### src/rtl/calc_display_seq_pkg.sv
// Shared definitions for the calculator display sequencer: FSM state
// encoding and the special digit codes understood by the segment decoders.
`timescale 1ns/1ps
package calc_disp_pkg;

  typedef enum logic [1:0] {
    S_A    = 2'b00,
    S_B    = 2'b01,
    S_CALC = 2'b10,
    S_RES  = 2'b11
  } calc_state_t;

  // Digit codes the decoder renders as an unlit digit and as "E".
  localparam int BLANK_CODE  = 11;
  localparam int ERR_CODE    = 14;

  // Default width of one digit code.
  localparam int DEF_DIGIT_W = 5;

endpackage

### src/rtl/calc_display_seq_zero_blanker.sv
// zero_blanker: purely combinational leading-zero suppression.
// Zero digits above the most significant nonzero digit become BLANK_CODE;
// digit 0 always passes through, so an all-zero value shows a single "0".
`timescale 1ns/1ps
module zero_blanker
  import calc_disp_pkg::*;
#(
  parameter int NUM_DIGITS = 4,
  parameter int DIGIT_W    = DEF_DIGIT_W
) (
  input  logic [NUM_DIGITS*DIGIT_W-1:0] digits_in,
  output logic [NUM_DIGITS*DIGIT_W-1:0] digits_out
);

  localparam logic [DIGIT_W-1:0] BLANK_D = DIGIT_W'(BLANK_CODE);

  logic leading;

  // Walk from the top digit down, blanking zeros until the first nonzero digit.
  always_comb begin
    // NOTE: blocking assignments here, because 'leading' must carry its
    // updated value to the next loop iteration within the same evaluation.
    digits_out = digits_in;
    leading    = 1'b1;
    for (int i = NUM_DIGITS - 1; i > 0; i--) begin
      if (leading && (digits_in[i*DIGIT_W +: DIGIT_W] == '0)) begin
        digits_out[i*DIGIT_W +: DIGIT_W] = BLANK_D;
      end else begin
        leading = 1'b0;
      end
    end
  end

endmodule

### src/rtl/calc_display_seq.sv
// calc_display_seq: display sequencer for the calculator datapath.
// Steps operand A entry, operand B entry, a start/done handshake with the
// math unit (with timeout), then result display with leading-zero blanking.
// Optional operand blinking is enabled by defining CALC_DISP_BLINK_EN.
`timescale 1ns/1ps
module calc_display_seq
  import calc_disp_pkg::*;
#(
  parameter int NUM_DIGITS  = 4,
  parameter int OPND_DIGITS = 2,
  parameter int DIGIT_W     = DEF_DIGIT_W,
  parameter int TIMEOUT_CYC = 1023,
  parameter int BLINK_DIV   = 2**22
) (
  input  logic                          clk,
  input  logic                          reset_n,
  input  logic [OPND_DIGITS*DIGIT_W-1:0] opnd_a,
  input  logic [OPND_DIGITS*DIGIT_W-1:0] opnd_b,
  input  logic                          enter,
  input  logic                          clear,
  output logic                          math_start,
  input  logic                          math_done,
  input  logic [NUM_DIGITS*DIGIT_W-1:0] result_digits,
  input  logic                          result_err,
  output logic [NUM_DIGITS*DIGIT_W-1:0] disp_digits,
  output logic [1:0]                    disp_state,
  output logic                          busy
);

  localparam int DISP_W = NUM_DIGITS * DIGIT_W;
  localparam int OPND_W = OPND_DIGITS * DIGIT_W;
  localparam int TMO_W  = $clog2(TIMEOUT_CYC + 1);

  localparam logic [DIGIT_W-1:0] BLANK_D  = DIGIT_W'(BLANK_CODE);
  localparam logic [DIGIT_W-1:0] ERR_D    = DIGIT_W'(ERR_CODE);
  localparam logic [TMO_W-1:0]   TMO_LAST = TMO_W'(TIMEOUT_CYC - 1);

  // Reject parameter combinations the datapath cannot represent.
  if (OPND_DIGITS < 1 || OPND_DIGITS > NUM_DIGITS) begin : g_bad_opnd
    $error("calc_display_seq: OPND_DIGITS must be in 1..NUM_DIGITS");
  end
  if (TIMEOUT_CYC < 1 || BLINK_DIV < 1) begin : g_bad_count
    $error("calc_display_seq: TIMEOUT_CYC and BLINK_DIV must be >= 1");
  end

  calc_state_t         state;
  logic [TMO_W-1:0]    tmo_cnt;
  logic                tmo_hit;
  logic                err_flag;
  logic [DISP_W-1:0]   result_q;
  logic [DISP_W-1:0]   res_blanked;
  logic [DISP_W-1:0]   opnd_frame;
  logic                blank_opnd;

  assign tmo_hit    = (tmo_cnt == TMO_LAST);
  assign disp_state = state;

  // Main sequencer: state, handshake, timeout counter and result capture.
  always_ff @(posedge clk or negedge reset_n) begin
    // NOTE: every register here, including the result store, has a defined
    // reset value so a reset mid-calculation leaves nothing stale behind.
    if (!reset_n) begin
      state      <= S_A;
      math_start <= 1'b0;
      busy       <= 1'b0;
      err_flag   <= 1'b0;
      tmo_cnt    <= '0;
      result_q   <= '0;
    end else begin
      // NOTE: non-blocking assignments for all state so every register
      // samples the pre-edge values regardless of statement order.
      math_start <= 1'b0;
      if (clear) begin
        state    <= S_A;
        busy     <= 1'b0;
        err_flag <= 1'b0;
        tmo_cnt  <= '0;
      end else begin
        case (state)
          S_A: begin
            if (enter) state <= S_B;
          end
          S_B: begin
            if (enter) begin
              state      <= S_CALC;
              math_start <= 1'b1;
              busy       <= 1'b1;
              tmo_cnt    <= '0;
            end
          end
          S_CALC: begin
            if (math_done) begin
              result_q <= result_digits;
              err_flag <= result_err;
              state    <= S_RES;
              busy     <= 1'b0;
              tmo_cnt  <= '0;
            end else if (tmo_hit) begin
              err_flag <= 1'b1;
              state    <= S_RES;
              busy     <= 1'b0;
              tmo_cnt  <= '0;
            end else begin
              tmo_cnt <= tmo_cnt + 1'b1;
            end
          end
          S_RES: begin
            if (enter) begin
              state    <= S_A;
              err_flag <= 1'b0;
            end
          end
          default: state <= S_A;
        endcase
      end
    end
  end

  zero_blanker #(
    .NUM_DIGITS (NUM_DIGITS),
    .DIGIT_W    (DIGIT_W)
  ) u_zero_blanker (
    .digits_in  (result_q),
    .digits_out (res_blanked)
  );

`ifdef CALC_DISP_BLINK_EN
  localparam int BLINK_W = $clog2(BLINK_DIV + 1);
  localparam logic [BLINK_W-1:0] BLINK_LAST = BLINK_W'(BLINK_DIV - 1);

  logic [BLINK_W-1:0] blink_cnt;
  logic               blink_phase;
  logic               state_change;

  // Flags the cycles on which the sequencer moves to a different state.
  always_comb begin
    // NOTE: default assignment first so no path leaves the signal unassigned,
    // which would otherwise infer a latch.
    state_change = 1'b0;
    if (clear) begin
      state_change = (state != S_A);
    end else begin
      case (state)
        S_CALC:  state_change = math_done || tmo_hit;
        default: state_change = enter;
      endcase
    end
  end

  // Blink phase generator, restarted at phase 0 on every state entry.
  always_ff @(posedge clk or negedge reset_n) begin
    if (!reset_n) begin
      blink_cnt   <= '0;
      blink_phase <= 1'b0;
    end else if (state_change) begin
      blink_cnt   <= '0;
      blink_phase <= 1'b0;
    end else if (blink_cnt == BLINK_LAST) begin
      blink_cnt   <= '0;
      blink_phase <= ~blink_phase;
    end else begin
      blink_cnt <= blink_cnt + 1'b1;
    end
  end

  assign blank_opnd = blink_phase;
`else
  assign blank_opnd = 1'b0;
`endif

  // Operand view: blank upper digits, live operand right-aligned below.
  always_comb begin
    opnd_frame = {NUM_DIGITS{BLANK_D}};
    if (!blank_opnd) begin
      opnd_frame[OPND_W-1:0] = (state == S_B) ? opnd_b : opnd_a;
    end
  end

  // Registered display: operands live, held during compute, result or error.
  always_ff @(posedge clk or negedge reset_n) begin
    if (!reset_n) begin
      disp_digits <= {NUM_DIGITS{BLANK_D}};
    end else begin
      case (state)
        S_A, S_B: disp_digits <= opnd_frame;
        S_RES:    disp_digits <= err_flag ? {NUM_DIGITS{ERR_D}} : res_blanked;
        default:  disp_digits <= disp_digits;
      endcase
    end
  end

endmodule
### config.mk
export PLATFORM = sky130hd
export DESIGN_NAME = calc_display_seq
export DESIGN_NICKNAME = d
export VERILOG_FILES = /design/src/rtl/calc_display_seq_pkg.sv /design/src/rtl/calc_display_seq_zero_blanker.sv /design/src/rtl/calc_display_seq.sv
export SDC_FILE = /design/constraint.sdc
export NUM_CORES = 1
export LEC_CHECK = 0
export ABC_CLOCK_PERIOD_IN_PS = 3400
export CAP_MARGIN = 20
export CORE_ASPECT_RATIO = 2
export CORE_MARGIN = 3
export CORE_UTILIZATION = 38
export DETAILED_ROUTE_END_ITERATION = 12
export GPL_TIMING_DRIVEN = 1
export PLACE_DENSITY = 0.68
export RECOVER_POWER = 25
export SYNTH_ARGS = -nofsm -noshare
export SYNTH_HDL_FRONTEND = slang
export SYNTH_SLANG_ARGS = --single-unit
### constraint.sdc
create_clock -name clk -period 3.4 [get_ports clk]
set_input_delay 0.51 -clock clk [delete_from_list [all_inputs] [get_ports clk]]
set_output_delay 0.51 -clock clk [all_outputs]
set_load 0.01 [all_outputs]
# Yosys cells after proc, flatten, opt, wreduce, memory -nomap -nowiden
# Cells that the tools add are included.
[totals]
register_bits = 55
output_inout_bits = 24
word_cells = 65
[op_classes]
addsub = 1
n_eq_ne = 8
n_mux = 33
bitwise = 1
reduce_logical = 15
[op_table]
columns = ["cell", "count"]
rows = [
  ["$mux W10", 5],
  ["$pmux W20 S2", 1],
  ["$mux W20", 1],
  ["$pmux W10 S2", 1],
  ["$logic_not A5 Y1", 3],
  ["$mux W5", 3],
  ["$mux W1", 13],
  ["$mux W2", 6],
  ["$add A10 B1 Y10 const B", 1],
  ["$eq A10 B10 Y1 const B", 1],
  ["$ne A3 B3 Y1 const B", 3],
  ["$reduce_and A3 Y1", 3],
  ["$pmux W2 S4", 1],
  ["$reduce_bool A3 Y1", 2],
  ["$eq A2 B2 Y1 const B", 2],
  ["$ne A4 B4 Y1 const B", 1],
  ["$pmux W1 S2", 2],
  ["$reduce_and A4 Y1", 1],
  ["$eq A2 B1 Y1 const B", 1],
  ["$logic_and A1 B1 Y1", 2],
  ["$logic_not A2 Y1", 1],
  ["$reduce_and A2 Y1", 1],
  ["$reduce_bool A2 Y1", 1],
  ["$reduce_or A2 Y1", 1],
  ["$not A1 Y1", 1],
]

# Logic depth before layout (Yosys ltp)
[logic_depth]
depth_word = 8
depth_mapped = 7
depth_no_buf = 6

# By module
# A second synthesis with hierarchy kept.
[hier_totals]
hier_cells = 272
hier_area_um2 = 2879.0
[modules_own_cells]
columns = ["module", "n_inst", "cells_each", "area_each_um2", "seq_area_each_um2"]
rows = [
  ["calc_display_seq", 1, 245, 2712.6, 1391.3],
  ["zero_blanker", 1, 27, 166.4, 0.0],
]

# Least setup slack after synthesis
# Ideal clock, no wire load.
[synth_path]
path_kind = "flip-flop to flip-flop"
from = "register state[0], in the netlist disp_state[0]"
to = "register tmo_cnt[1]"
setup_ns = 0.121
arrival_time_ns = 1.691
required_time_ns = 3.279
setup_slack_ns = 1.588
stages_incl_launch_ff = 8
cell_sequence = "dfrtp_1 > inv_1 > ha_1 > buf_4 > mux2_2 > nor2_1 > nor2_1 > a22o_1"
[synth_between]
elab_chain_len = 3
elab_cells_between_ends = 7
cone_classes = "eq/ne (3); mux (2); reduce/logical (2)"
[synth_lines]
columns = ["item", "line", "source"]
rows = [
  ["start: declaration", "calc_display_seq.sv:46", "calc_state_t state;"],
  ["start signal: assignment", "calc_display_seq.sv:63", "state <= S_A;"],
  ["start signal: assignment", "calc_display_seq.sv:74", "state <= S_A;"],
  ["start signal: assignment", "calc_display_seq.sv:81", "if (enter) state <= S_B;"],
  ["$eq A2 B2 Y1 / $eq A2 B1 Y1 (equally long branches)", "calc_display_seq.sv:79", "case (state)"],
  ["$pmux W10 S2, or another cell as far along", "calc_display_seq.sv:79", ""],
  ["$mux W10 / $reduce_and A2 Y1 (equally long branches)", "--", ""],
  ["end signal: assignment", "calc_display_seq.sv:104", "tmo_cnt <= tmo_cnt + 1'b1;"],
  ["end: declaration", "calc_display_seq.sv:47", "logic [TMO_W-1:0] tmo_cnt;"],
]
# Parallel ways exist; a longest one is shown, timed or not.
# A chain may end at the register's enable or synchronous reset.

# Worst setup path in the final report
[layout_path]
from = "register state[0], in the netlist disp_state[0]"
to = "register result_q[10]"
[layout_between]
elab_chain_len = 2
[layout_lines]
columns = ["item", "line", "source"]
rows = [
  ["$eq A2 B2 Y1", "calc_display_seq.sv:79", ""],
  ["$reduce_and A3 Y1 (no line)", "--", ""],
  ["end signal: assignment", "calc_display_seq.sv:93", "result_q <= result_digits;"],
  ["end: declaration", "calc_display_seq.sv:50", "logic [DISP_W-1:0] result_q;"],
]
# Every way passes these cells.

==> reports/results.txt <==
Starting Density: 40.0%
Asr flop ratio synth: 100%
Layout cells sized above 1: 18.5%
Status: finished with violations
CTS Root Cell: clkbuf_16
Drt drc: 0
Total die area: 8190 µm²
Min Clock Period, post-route: 2.24 ns
Routed wire length: 6650 µm
Synth top area share: 40.0%
I/O Buffers: 69
Rel. slew slack: -35.4%
HP Class: reg2reg
Post-Syn Nets: 296
Top Ports: 70
Clock sinks: 55
Crit path DAT: 2.42 ns
CTS max path bufs: 2
Slew Limit Fails: 39
Sequential fraction of the synthesis area: 51.7%
Setup CP Type: reg2reg
Final core utilization: 53.9%
WL per Instance: 16.6 µm
TNS Setup: 0 ns
DP HPWL: 5070 µm
CTS buffer count: 5
Final Hold Fails: 0
Yosys warning total: 0
Max Cap Viol: 1
RePlAce Congestion: 0.871
Top cells by area, synth: dfrtp_1, dfstp_2, mux2_2, o21ai_0, ha_1
Core area: 6730 µm²
Synth Register Bits: 55
Worst-path maximum fanout: 20
Layout Cells excl Fill: 401
Peak supply drop: 428 µV
Placed Instance Area: 3450 µm²
Post-synth EDFFs: 0
Die H: 125 µm
Total global routing overflow: 0
Clock slew at reported path FFs: 0.07 ns
CTS tree: built
DR vias/cell: 5.26
Syn Std Cell Area: 2690 µm²
Syn Inst Count: 243
Switching power share of the total: 31.6%
Skew-Pair Late Insertion Delay: 0.29 ns
Row count: 42
PD cells: 701 nW/µm²
Cell variety after synth: 45
Final Cycle Share: 65.9%
Final ANT Viol Nets: 0
Die W: 65.5 µm
Primary FF master, synth: dfrtp_1
Iter 0 DRT Violations: 107
ANT cells: 0
WP data required: 3.58 ns
Hold buffer count at CTS: 0
P&R area growth vs syn: 34.7%
Mapped Avg Cell Area: 11.1 µm²
Switching pwr: 0.802 mW
# Post-CTS Setup Buffers: 0
Largest net degree at the start of global routing: 39
Clock share of power: 23.0%
Combinational power share: 34.4%
Nature of the critical path startpoint: flop
Via Count: 2110
Dominant cell type by area after synthesis: dfrtp_1
# placed instances: 393
H-tree Lvls: 2
P_int: 1.74 mW
Sequential group share of total power: 42.6%
Initial antenna violation count: 0
Fmax: 0.446 GHz
Failing checks: capacitance limit, slew limit
Final setup violation count: 0
Vias in the first global route: 2255
Clk_skew: 0.0102 ns
First-pass GRT wire length: 11000 µm
CP endpoint kind: flop
Gr usage total: 17.5%
Post-CTS resize count: 0
Fin area: 3620 µm²
Worst-Margin Slew: 2.03 ns
Drt first pass iters: 4
RSZ-0062 raised after global routing: no
Post-layout net count: 365
Leak: 1.46 nW
logic make-up after synthesis:
logic type               after synthesis  synth area share, %
adder cells (fa/ha/maj)                7                 3.26
XOR/XNOR                               4                 1.30
buffers and inverters                 17                 3.21
multiplexers                          32                 13.1
flip-flops                            55                 51.7
AO/OA/AOI/OAI                         63                 15.3
AND/OR/NAND/NOR                       65                 12.1
power by group through the flow:
stage | Sequential (mW) | Combinational, mW | Clock, mW
global placement | 1.09 | 0.870 | 0
detailed placement | 1.09 | 0.889 | 0
floorplan | 1.09 | 0.467 | 0
global route | 1.11 | 0.960 | 0.628
finish | 1.08 | 0.875 | 0.584
CTS | 1.08 | 0.894 | 0.601
routing by layer:
layer  GRT usage (%)  vias to the layer above  routed length, µm
li1                -                     1007                  -
met1            18.7                     1043               2360
met2            32.6                       49               3890
met3            3.50                       11                251
met4            6.60                        0                145
met5               0                        -                  0
path summary, 6_finish.rpt:
| path | start | to | slack, ns | cells after the start |
|---|---|---|---|---|
| min in group asynchronous | reset_n | result_q[10] | 0.79 | 1 |
| setup reg to reg | disp_state[0] | result_q[10] | 1.16 | 5 |
| max in group asynchronous | reset_n | disp_digits[3] | 1.37 | 2 |
| hold reg to reg | disp_digits[0] | disp_digits[0] | 0.49 | 2 |
| setup / recovery | disp_state[0] | result_q[10] | 1.16 | 5 |
| hold / removal | disp_digits[0] | disp_digits[0] | 0.49 | 2 |
cells in the mapped netlist, types with 5 or more instances:
| cell | n |
|---|---|
| a21oi_1 | 9 |
| clkbuf_1 | 5 |
| dfrtp_1 | 43 |
| dfstp_2 | 12 |
| ha_1 | 7 |
| inv_1 | 5 |
| mux2_2 | 26 |
| mux2i_1 | 6 |
| nand2_1 | 19 |
| nand2b_1 | 5 |
| nor2_1 | 18 |
| o21ai_0 | 27 |
registers in the layout, summed over array words and instances, names as in the netlist:
signal       count
err_flag         1
disp_state       2
busy             1
math_start       1
tmo_cnt         10
result_q        20
disp_digits     20
placed cells by master (no fill, tap or decap), types with 2 or more instances in the layout:
| cell | instances |
|---|---|
| xor2_1 | 4 |
| and4_1 | 3 |
| mux2_2 | 26 |
| nor2_1 | 18 |
| nor4_1 | 2 |
| nand2b_1 | 5 |
| a2bb2oi_1 | 2 |
| nor2b_1 | 3 |
| or3_1 | 2 |
| o31a_1 | 2 |
| o22ai_1 | 4 |
| nor3_1 | 4 |
| dfstp_2 | 12 |
| a21oi_1 | 9 |
| mux2i_1 | 6 |
| o211ai_1 | 3 |
| nand3_1 | 2 |
| o31ai_1 | 4 |
| o21ai_0 | 27 |
| nand2_1 | 19 |
| clkbuf_16 | 5 |
| nand4_1 | 2 |
| ha_1 | 7 |
| buf_4 | 4 |
| inv_1 | 5 |
| clkdlybuf4s50_1 | 68 |
| o221a_2 | 2 |
| dfrtp_1 | 43 |
final cells by class:
| cell class | instances | area (µm²) |
|---|---|---|
| inverter | 6 | 22.5 |
| sequential | 55 | 1390 |
| timing repair buffer | 73 | 714 |
| tap | 88 | 110 |
| clock inverter | 3 | 47.5 |
| fill | 666 | 3100 |
| clock buffer | 5 | 125 |
| multi-input combinational | 171 | 1210 |
worst max-delay path, stage by stage, from the launching register on:
cell,delay (ns)
dfrtp_1,0.43
inv_1,0.12
ha_1,0.50
inv_2,0.19
or3_4,0.55
mux2_2,0.33
stage by stage:
stage / setup slack (ns) / hold WS, ns / power (mW)
3_3_place_gp: 0.992 / 0.470 / 1.96
2_1_floorplan: 1.59 / 0.214 / 1.56
4_1_cts: 1.13 / 0.350 / 2.58
6_report: 1.16 / 0.489 / 2.54
3_5_place_dp: 0.906 / 0.473 / 1.98
5_1_grt: 0.995 / 0.498 / 2.70
Note: power is estimated with default switching activity, not from simulation.
